`src/rtl/sap_pkg.sv`:
```
// Shared definitions for the microcode sequencer:
// opcodes, FSM states, control word and step counts.
package sap_pkg;

  localparam logic [4:0] OP_NOP  = 5'h00;
  localparam logic [4:0] OP_LDIA = 5'h01;
  localparam logic [4:0] OP_LDIB = 5'h02;
  localparam logic [4:0] OP_LDA  = 5'h03;
  localparam logic [4:0] OP_LDB  = 5'h04;
  localparam logic [4:0] OP_STA  = 5'h05;
  localparam logic [4:0] OP_STB  = 5'h06;
  localparam logic [4:0] OP_ADD  = 5'h07;
  localparam logic [4:0] OP_SUB  = 5'h08;
  localparam logic [4:0] OP_OUTA = 5'h09;
  localparam logic [4:0] OP_OUTB = 5'h0A;
  localparam logic [4:0] OP_JMP  = 5'h0B;
  localparam logic [4:0] OP_JZ   = 5'h0C;
  localparam logic [4:0] OP_JC   = 5'h0D;
  localparam logic [4:0] OP_INC  = 5'h0E;
  localparam logic [4:0] OP_DEC  = 5'h0F;
  localparam logic [4:0] OP_HLT  = 5'h10;
  localparam logic [4:0] OP_CMP  = 5'h11;

  // index of the final execute step per class
  localparam int LAST_NOP = 0;
  localparam int LAST_LDI = 1;
  localparam int LAST_MEM = 2;
  localparam int LAST_ALU = 1;
  localparam int LAST_OUT = 1;
  localparam int LAST_JMP = 1;
  localparam int LAST_JNT = 0;
  localparam int LAST_HLT = 0;

  typedef enum logic [2:0] {
    S_IDLE,
    S_FETCH_ADDR,
    S_FETCH_MEM,
    S_EXEC,
    S_HALT
  } state_t;

  typedef struct packed {
    logic pc_to_mar;
    logic ir_load;
    logic mar_load;
    logic ram_read;
    logic ram_write;
    logic out_bus;
    logic reg_load_a;
    logic reg_enable_a;
    logic reg_load_b;
    logic reg_enable_b;
    logic reg_load_o;
    logic alu_enable;
    logic sub;
    logic inc_a;
    logic dec_a;
    logic flag_load;
    logic pc_inc;
    logic pc_load;
  } ctrl_t;

endpackage

```
`src/rtl/step_counter.sv`:
```
// Execute-step counter with clear, advance and
// hold-on-wait, plus a last-step compare.
module step_counter #(
  parameter int STEP_WIDTH = 2
) (
  input  logic                  clk,
  input  logic                  reset,
  input  logic                  clear,
  input  logic                  advance,
  input  logic                  hold,
  input  logic [STEP_WIDTH-1:0] last_step,
  output logic [STEP_WIDTH-1:0] step,
  output logic                  is_last
);

  logic [STEP_WIDTH-1:0] cnt_q;

  // count up on advance unless a memory wait holds it
  always_ff @(posedge clk) begin
    if (reset || clear) cnt_q <= '0;
    else if (advance && !hold) cnt_q <= cnt_q + 1'b1;
  end

  assign step    = cnt_q;
  assign is_last = (cnt_q == last_step);

endmodule

```
`src/rtl/microcode_sequencer.sv`:
```
// Fetch/decode/execute control FSM driving every
// datapath control line of the SAP-style machine.
module microcode_sequencer
  import sap_pkg::*;
#(
  parameter int OPCODE_WIDTH = 5,
  parameter int STEP_WIDTH   = 2
) (
  input  logic                    clk,
  input  logic                    reset,
  input  logic                    run,
  input  logic [OPCODE_WIDTH-1:0] opcode,
  input  logic                    c,
  input  logic                    z,
  input  logic                    ram_ready,
  output logic                    pc_to_mar,
  output logic                    ir_load,
  output logic                    mar_load,
  output logic                    ram_read,
  output logic                    ram_write,
  output logic                    out_bus,
  output logic                    reg_load_a,
  output logic                    reg_enable_a,
  output logic                    reg_load_b,
  output logic                    reg_enable_b,
  output logic                    reg_load_o,
  output logic                    alu_enable,
  output logic                    sub,
  output logic                    inc_a,
  output logic                    dec_a,
  output logic                    flag_load,
  output logic                    pc_inc,
  output logic                    pc_load,
  output logic [STEP_WIDTH-1:0]   step,
  output logic                    halted,
  output logic                    illegal
);

  state_t                  state_q, state_d;
  logic                    halted_q, illegal_q;
  logic                    take_q, take;
  logic [OPCODE_WIDTH-1:0] op_q, op_eff;
  logic [4:0]              op5;
  logic                    known, first;
  logic                    s0, s1, s2;
  logic                    set_halt, set_ill;
  logic                    waiting, adv, clr;
  logic [STEP_WIDTH-1:0]   step_q, last_idx;
  logic                    is_last;
  ctrl_t                   cw;

  step_counter #(.STEP_WIDTH(STEP_WIDTH)) u_step (
    .clk       (clk),
    .reset     (reset),
    .clear     (clr),
    .advance   (adv),
    .hold      (waiting),
    .last_step (last_idx),
    .step      (step_q),
    .is_last   (is_last)
  );

  // IR is live at s0; later steps use the copy
  // taken at s0, including the jump decision
  always_comb begin
    first  = (state_q == S_EXEC) && (step_q == '0);
    op_eff = first ? opcode : op_q;
    op5    = op_eff[4:0];
    known  = (op_eff == OPCODE_WIDTH'(op5));
    take   = take_q;
    if (first) take = (op5 == OP_JZ) ? z : c;
    s0 = (step_q == STEP_WIDTH'(0));
    s1 = (step_q == STEP_WIDTH'(1));
    s2 = (step_q == STEP_WIDTH'(2));
  end

  // control word decode from state, step and opcode
  always_comb begin
    cw       = '0;
    last_idx = STEP_WIDTH'(LAST_NOP);
    set_halt = 1'b0;
    set_ill  = 1'b0;
    unique case (state_q)
      S_FETCH_ADDR: cw.pc_to_mar = 1'b1;
      S_FETCH_MEM: begin
        cw.ram_read = 1'b1;
        cw.ir_load  = ram_ready;
      end
      S_EXEC: begin
        if (!known) set_ill = 1'b1;
        else case (op5)
          OP_NOP: cw.pc_inc = s0;
          OP_LDIA, OP_LDIB: begin
            cw.out_bus    = s0;
            cw.reg_load_a = s0 && (op5 == OP_LDIA);
            cw.reg_load_b = s0 && (op5 == OP_LDIB);
            cw.pc_inc     = s1;
            last_idx      = STEP_WIDTH'(LAST_LDI);
          end
          OP_LDA, OP_LDB: begin
            cw.mar_load   = s0;
            cw.out_bus    = s1;
            cw.ram_read   = s1;
            cw.reg_load_a = s2 && (op5 == OP_LDA);
            cw.reg_load_b = s2 && (op5 == OP_LDB);
            cw.pc_inc     = s2;
            last_idx      = STEP_WIDTH'(LAST_MEM);
          end
          OP_STA, OP_STB: begin
            cw.mar_load     = s0;
            cw.out_bus      = s1;
            cw.reg_enable_a = s2 && (op5 == OP_STA);
            cw.reg_enable_b = s2 && (op5 == OP_STB);
            cw.ram_write    = s2;
            // one increment only, on the completing cycle
            cw.pc_inc       = s2 && ram_ready;
            last_idx        = STEP_WIDTH'(LAST_MEM);
          end
          OP_ADD, OP_SUB, OP_INC, OP_DEC: begin
            cw.alu_enable = s0;
            cw.reg_load_a = s0;
            cw.flag_load  = s0;
            cw.sub        = s0 && (op5 == OP_SUB);
            cw.inc_a      = s0 && (op5 == OP_INC);
            cw.dec_a      = s0 && (op5 == OP_DEC);
            cw.pc_inc     = s1;
            last_idx      = STEP_WIDTH'(LAST_ALU);
          end
          OP_OUTA, OP_OUTB: begin
            cw.reg_enable_a = s0 && (op5 == OP_OUTA);
            cw.reg_enable_b = s0 && (op5 == OP_OUTB);
            cw.reg_load_o   = s0;
            cw.pc_inc       = s1;
            last_idx        = STEP_WIDTH'(LAST_OUT);
          end
          OP_JMP: begin
            cw.out_bus = s0;
            cw.pc_load = s0;
            last_idx   = STEP_WIDTH'(LAST_JMP);
          end
          OP_JZ, OP_JC: begin
            if (take) begin
              cw.out_bus = s0;
              cw.pc_load = s0;
              last_idx   = STEP_WIDTH'(LAST_JMP);
            end else begin
              cw.pc_inc = s0;
              last_idx  = STEP_WIDTH'(LAST_JNT);
            end
          end
          OP_HLT: begin
            set_halt = 1'b1;
            last_idx = STEP_WIDTH'(LAST_HLT);
          end
          OP_CMP: begin
            cw.alu_enable = s0;
            cw.sub        = s0;
            cw.flag_load  = s0;
            cw.pc_inc     = s1;
            last_idx      = STEP_WIDTH'(LAST_ALU);
          end
          default: set_ill = 1'b1;
        endcase
      end
      default: ;
    endcase
    // reset kills the in-flight write at its own edge
    if (reset) cw = '0;
  end

  // next state and step sequencing
  always_comb begin
    state_d = state_q;
    adv     = 1'b0;
    clr     = 1'b0;
    waiting = (cw.ram_read || cw.ram_write) && !ram_ready;
    unique case (state_q)
      S_IDLE:       if (run) state_d = S_FETCH_ADDR;
      S_FETCH_ADDR: state_d = S_FETCH_MEM;
      S_FETCH_MEM:  if (ram_ready) state_d = S_EXEC;
      S_EXEC: begin
        if (set_halt || set_ill) state_d = S_HALT;
        else if (!waiting) begin
          if (is_last) begin
            state_d = S_FETCH_ADDR;
            clr     = 1'b1;
          end else begin
            adv = 1'b1;
          end
        end
      end
      S_HALT:  state_d = S_HALT;
      default: state_d = S_IDLE;
    endcase
  end

  // state, sticky flags and s0 instruction latch
  always_ff @(posedge clk) begin
    if (reset) begin
      state_q   <= S_IDLE;
      halted_q  <= 1'b0;
      illegal_q <= 1'b0;
      op_q      <= '0;
      take_q    <= 1'b0;
    end else begin
      state_q <= state_d;
      if (set_halt) halted_q <= 1'b1;
      if (set_ill) illegal_q <= 1'b1;
      if (first) begin
        op_q   <= opcode;
        take_q <= take;
      end
    end
  end

  assign pc_to_mar    = cw.pc_to_mar;
  assign ir_load      = cw.ir_load;
  assign mar_load     = cw.mar_load;
  assign ram_read     = cw.ram_read;
  assign ram_write    = cw.ram_write;
  assign out_bus      = cw.out_bus;
  assign reg_load_a   = cw.reg_load_a;
  assign reg_enable_a = cw.reg_enable_a;
  assign reg_load_b   = cw.reg_load_b;
  assign reg_enable_b = cw.reg_enable_b;
  assign reg_load_o   = cw.reg_load_o;
  assign alu_enable   = cw.alu_enable;
  assign sub          = cw.sub;
  assign inc_a        = cw.inc_a;
  assign dec_a        = cw.dec_a;
  assign flag_load    = cw.flag_load;
  assign pc_inc       = cw.pc_inc;
  assign pc_load      = cw.pc_load;
  assign step         = step_q;
  assign halted       = halted_q;
  assign illegal      = illegal_q;

endmodule

```
`config.mk`:
```
export PLATFORM = sky130hd
export DESIGN_NAME = microcode_sequencer
export DESIGN_NICKNAME = d
export VERILOG_FILES = /design/src/rtl/sap_pkg.sv /design/src/rtl/step_counter.sv /design/src/rtl/microcode_sequencer.sv
export SDC_FILE = /design/constraint.sdc
export NUM_CORES = 1
export LEC_CHECK = 0
export CORE_UTILIZATION = 30
export DETAILED_ROUTE_END_ITERATION = 10
export PLACE_DENSITY = 0.6
export REMOVE_ABC_BUFFERS = 1
export SLEW_MARGIN = 0
export SYNTH_ARGS = -nofsm -noshare
export SYNTH_HDL_FRONTEND = slang
export SYNTH_SLANG_ARGS = --single-unit
```
`constraint.sdc`:
```
create_clock -name clk -period 2.85 [get_ports clk]
set_clock_uncertainty 0.15 [all_clocks]
set_input_delay 0.285 -clock clk [delete_from_list [all_inputs] [get_ports clk]]
set_output_delay 0.285 -clock clk [all_outputs]
set_load 0.005 [all_outputs]
```
# Word level (Yosys, flattened, before mapping)

Cells that the tools add are included.
W data, S select, Z words.

Flip-flop bits (word level): 13
Bits of input ports: 11
Output and inout bits: 22
Word-level logic and storage cells: 117

$add $sub $neg: 1
Eq/ne operators: 28
Multiplexer cells: 46
Reduce and logical (&&, ||, !) cells: 36

Operators with widths:

| kind                 | number |
|---|---|
| $eq A5 B4 Y1 const B | 8 |
| $mux W1              | 25 |
| $eq A5 B3 Y1 const B | 4 |
| $mux W18             | 1 |
| $reduce_or A18 Y1    | 1 |
| $logic_and A1 B1 Y1  | 15 |
| $mux W3              | 5 |
| $pmux W3 S5          | 1 |
| $mux W14             | 1 |
| $eq A5 B2 Y1 const B | 2 |
| $eq A5 B5 Y1 const B | 2 |
| $pmux W1 S2          | 5 |
| $reduce_or A10 Y1    | 1 |
| $reduce_or A2 Y1     | 5 |
| $reduce_or A9 Y1     | 1 |
| $reduce_or A4 Y1     | 2 |
| $eq A3 B2 Y1 const B | 2 |
| $pmux W1 S3          | 2 |
| $pmux W2 S3          | 1 |
| $eq A5 B1 Y1 const B | 1 |
| $logic_not A5 Y1     | 1 |
| $mux W5              | 1 |
| $pmux W1 S5          | 1 |
| $reduce_or A5 Y1     | 1 |
| 17 further kinds     | 22 |

# Logic depth before layout (Yosys ltp)

Word-level depth: 16
Gate-level depth with buffers: 11
Depth with buffers taken out: 9

# Hierarchy

From an unflattened synthesis, not the netlist that was laid out.

Cell total of the unflattened synthesis: 244
Area total of the unflattened synthesis: 1687.9 µm²

Modules (own cells, without submodules):

| module              | instances | cells each | area an instance (µm²) | seq. area each (µm²) |
|---|---|---|---|---|
| microcode_sequencer | 1         | 233        | 1577.8                 | 220.2 |
| step_counter        | 1         | 11         | 110.1                  | 40.0 |

# Worst setup path after synthesis

OpenSTA, ideal clock, no wires.

Path type: register to output
Start point: reg u_step.cnt_q[0] (netlist: u_step.step[0])
End point: out reg_load_o
Arrival: 2.212 ns
Slack: 0.203 ns
Cell stages (with the launch flop): 9
Buffers on the path: 2
Path through: dfxtp_1 -> inv_1 -> ha_1 -> nand4b_1 -> buf_6 -> mux2i_1 -> buf_2 -> xnor2_1 -> nor4b_1

Word-level cells in the longest chain between the ends: 8
Elaborated cells between the ends (all ways): 9
Classes of those cells: eq/ne: 2; mux: 4; reduce/logical: 3

RTL lines:

| element                | line                                                 | source |
|---|---|---|
| from (decl)            | step_counter.sv:16                                   | `logic [STEP_WIDTH-1:0] cnt_q;` |
| from (signal assigned) | step_counter.sv:21                                   | `else if (advance && !hold) cnt_q <= cnt_q + 1'b1;` |
| $logic_not A2 Y1 (*)   | microcode_sequencer.sv:66, microcode_sequencer.sv:72 |  |
| $logic_and A1 B1 Y1    | microcode_sequencer.sv:66                            | `first = (state_q == S_EXEC) && (step_q == '0);` |
| $mux W5                | n/a                                                  |  |
| $eq A5 B4 Y1           | microcode_sequencer.sv:91                            | `else case (op5)` |
| $reduce_or A2 Y1       | n/a                                                  |  |
| $mux W1 (*)            | microcode_sequencer.sv:91                            |  |
| $mux W14 (*)           | microcode_sequencer.sv:83                            | `unique case (state_q)` |
| $mux W18 (*)           | microcode_sequencer.sv:168                           | `if (reset) cw = '0;` |
| to (decl)              | microcode_sequencer.sv:26                            | `output logic reg_load_o,` |

Mark *: on every way between the ends. The rest lies on a longest branch, timed or not.

# Worst setup path in the final report

Start point: reg u_step.cnt_q[0] (netlist: u_step.step[0])
End point: out reg_load_a

Word-level cells in the longest chain between the ends: 8
Elaborated cells between the ends (all ways): 20
Classes of those cells: eq/ne: 9; mux: 4; reduce/logical: 7

RTL lines:

| element                                        | line                                                 | source |
|---|---|---|
| $logic_not A2 Y1                               | microcode_sequencer.sv:66, microcode_sequencer.sv:72 |  |
| $logic_and A1 B1 Y1                            | microcode_sequencer.sv:66                            |  |
| $mux W5                                        | n/a                                                  |  |
| $eq A5 B4 Y1, or another cell as far along     | microcode_sequencer.sv:91                            |  |
| $reduce_or A4 Y1, or another cell as far along | microcode_sequencer.sv:91                            |  |
| $pmux W1 S3 (*)                                | microcode_sequencer.sv:91                            |  |
| $mux W14 (*)                                   | microcode_sequencer.sv:83                            |  |
| $mux W18 (*)                                   | microcode_sequencer.sv:168                           |  |
| to (decl)                                      | microcode_sequencer.sv:22                            | `output logic reg_load_a,` |

Marks and branches as above.

==> impl_metrics.tcl <==
set metrics [dict create \
    hold_viol 0 \
    cp_data_arrival_time_ns 2.47 \
    drv_slew 0 \
    finalWirelength_mm 5.503 \
    clk_latency_ns 0.25 \
    yosysTopAreaCell "dfxtp_1" \
    synth_edf_count 0 \
    clkTransAtPathRegs_ns 0.06 \
    required_ns 2.41 \
    gp_congestion 0.8458 \
    peakVddDrop_uv 202.7 \
    grt_pass1_wl_mm 8.197 \
    clkPwrFrac_pct 28.4 \
    switching_share_pct 31.17 \
    grt.overflow.total 0 \
    crit_path_end_kind "output port" \
    yosysWarningCount 0 \
    layoutNonFillerInstCount 371 \
    path_delay_family "buffers and inverters" \
    drive_gt1_share_pct 46.38 \
    grt_pass1_vias 1795 \
    hp-class "flip-flop to flip-flop" \
    cpMostUsedCell "buf_4" \
    p_leak_nw 1.118 \
    ant_nets 0 \
    antenna_found_initial 0 \
    drtPass1Iterations 4 \
    synthArstFlopShare_pct 0 \
    core_um2 4755 \
    cap_violations 0 \
    synth.distinct_cells 51 \
    cts-root-buf "clkbuf_8" \
    place_inst 340 \
    p_seq_share_pct 32.9 \
    crit_chain "inv_2, ha_4, nand4b_1, buf_4, clkbuf_16, mux2_4, buf_12, buf_4, nor3_4, a31oi_1, nor2_1, buf_2" \
    crit_buf_inv 6 \
    start_util_pct 31.18 \
    dieHeight_um 72.30 \
    dr_total_vias 1934 \
    fmax_mhz 343.9 \
    synth_area_um2 1483 \
    internal_power_w 0.0004044 \
    clock_sinks 13 \
    fp-row-count 25 \
    syn2layout_area_growth_pct 82.62 \
    slowest_delay_ns 0.32 \
    yosysMostFrequentCell "nor2_1" \
    post-route-drc-count 0 \
    synth_common_cells "25 x nor2_1, 17 x a21oi_1, 15 x nand2_1" \
    yosysTopAreaCellShare_pct 17.55 \
    cts_tree "done" \
    status "finished with violations" \
    viasPerCell 5.213 \
    violations "setup timing" \
    grt_use_total_pct 19.91 \
    p_switching_w 0.0001831 \
    cpMaxStageDelayCell "dfxtp_2" \
    rsz0062_at_grt "yes" \
    dp_hpwl_mm 3.520 \
    relSlewSlack_pct 73.93 \
    ys_ff_latch 13 \
    netlist_instances 199 \
    crit_path_max_fanout 5 \
    critPathLaunchType "flip-flop" \
    syn_avg_cell_area_um2 7.451 \
    synth_ff_type "dfxtp_1" \
    worstMarginPinSlew_ns 0.3870 \
    io_buffers 32 \
    io_pins 33 \
    numCtsBuffers 3 \
    fin_ws_ns -0.05766 \
    p_per_area_nw_per_um2 217.0 \
    grt_max_degree 16 \
    p_comb_share_pct 38.7 \
    setup_violations 4 \
    diodes 0 \
    ys_top_cells_by_area "dfxtp_1 18%, nor2_1 6.3%, a21oi_1 5.7%" \
    wl_per_cell_um 14.83 \
    pre_cts_slack_ns -0.1617 \
    fin_crit_ns 2.908 \
    ys_seq_area_share_pct 17.55 \
    critPathKind "flip-flop to output port" \
    cts_buffer_depth 2 \
    die_w_um 72.30 \
    drt_iter0_markers 129 \
    htreeDepth 1 \
    nNetsFinal 319 \
    finalCritPeriodShare_pct 102.0 \
    die-area_um2 5227 \
]
==> cell usage in the layout, fill, tap and decap left out, types with 3 or more instances in the layout <==
cell type        count
nand2b_1             4
mux2i_4              3
a31oi_1              4
dlygate4sd2_1        7
mux2i_1              7
nor3_1               7
clkdlybuf4s50_1     16
nand2_1             15
a21oi_1              9
o21ai_0              5
buf_6                5
and3_1               4
nand4b_1             3
nand3b_1             7
dfxtp_1             11
clkbuf_8             3
nand3_1              9
buf_2                6
a21oi_2              7
nor2_1              25
mux2_4               4
o21ai_1              3
buf_4               76
xnor2_1              3
==> through the flow <==
stage                     setup TNS (ns)  total power [W]  cell area, µm²  util (%)  hold slack (ns)
after floorplan                   -7.671        0.0002777            1391         -           0.2041
after global placement           -0.3501        0.0003745            2248     47.29           0.3100
after detailed placement         -0.3348        0.0003758            2248     47.29           0.3086
after CTS                        -0.4720        0.0005694            2550     53.63           0.3335
after global routing              -1.021        0.0006127            2708     56.95           0.3827
final                            -0.1426        0.0005876            2708     56.95           0.3228
==> metal layers <==
metal,share of wire [%],wire [µm],track usage [%]
met1,45,2481,25.61
met3,2.8,156,0.9722
met2,50,2761,35.20
met4,1.9,104,7.190
met5,0,0,0
==> path summary, 6_finish.rpt <==
kind / startpoint / to / slack, ns / cells after the start
max reg2reg: u_step.step[0]$_SDFFE_PP0P_ / u_step.step[1]$_SDFFE_PP0P_ / -0.03 / 13
min: illegal$_SDFFE_PP0P_ / illegal$_SDFFE_PP0P_ / 0.32 / 2
max: u_step.step[0]$_SDFFE_PP0P_ / reg_load_a / -0.06 / 12
min reg2reg: illegal$_SDFFE_PP0P_ / illegal$_SDFFE_PP0P_ / 0.32 / 2
==> power by group through the flow <==
stage / clock network, W / logic (W) / registers [W]
floorplan: 0 / 0.0000787 / 0.000199
global placement: 0 / 0.000178 / 0.000197
detailed placement: 0 / 0.000179 / 0.000197
CTS: 0.000172 / 0.000204 / 0.000193
global route: 0.000177 / 0.000241 / 0.000194
finish: 0.000167 / 0.000227 / 0.000193
==> what timing repair did <==
action	CTS	global route
gates cloned	1	0
setup endpoints to repair	16	16
buffers inserted	18	11
hold buffers	0	0
resized for setup	56	28
pin swaps	17	23
==> state kept, by name (all words and copies together) (netlist names) <==
register	flops
illegal	1
take_q	1
halted	1
state_q	3
u_step.step	2
op_q	5
==> kinds of logic (layout without fill, tap and decap cells) <==
kind of cell	Yosys count	in the layout	share of synthesized area, %
adder cells (fa/ha/maj)	3	3	2.532
flip-flops	13	13	17.55
buffers and inverters	19	124	7.172
AND/OR/NAND/NOR	94	94	33.84
XOR/XNOR	3	3	1.772
AO/OA/AOI/OAI	51	51	23.46
multiplexers	16	16	13.67
==> tightest hold or removal path, cell delays in order, from the launching register on <==
cell and delay (ns):
dfxtp_1 0.32, a21oi_1 0.04, nor2_1 0.07
==> cell type report <==
type,instances,area (µm²)
inverter,4,15.01
fill,441,2047
sequential,13,262.8
clock inverter,1,5.005
multi-input combinational,167,1329
clock buffer,3,41.29
tap,67,83.83
timing repair buffer,116,970.9
No activity file was read; power rests on OpenSTA's default activity.
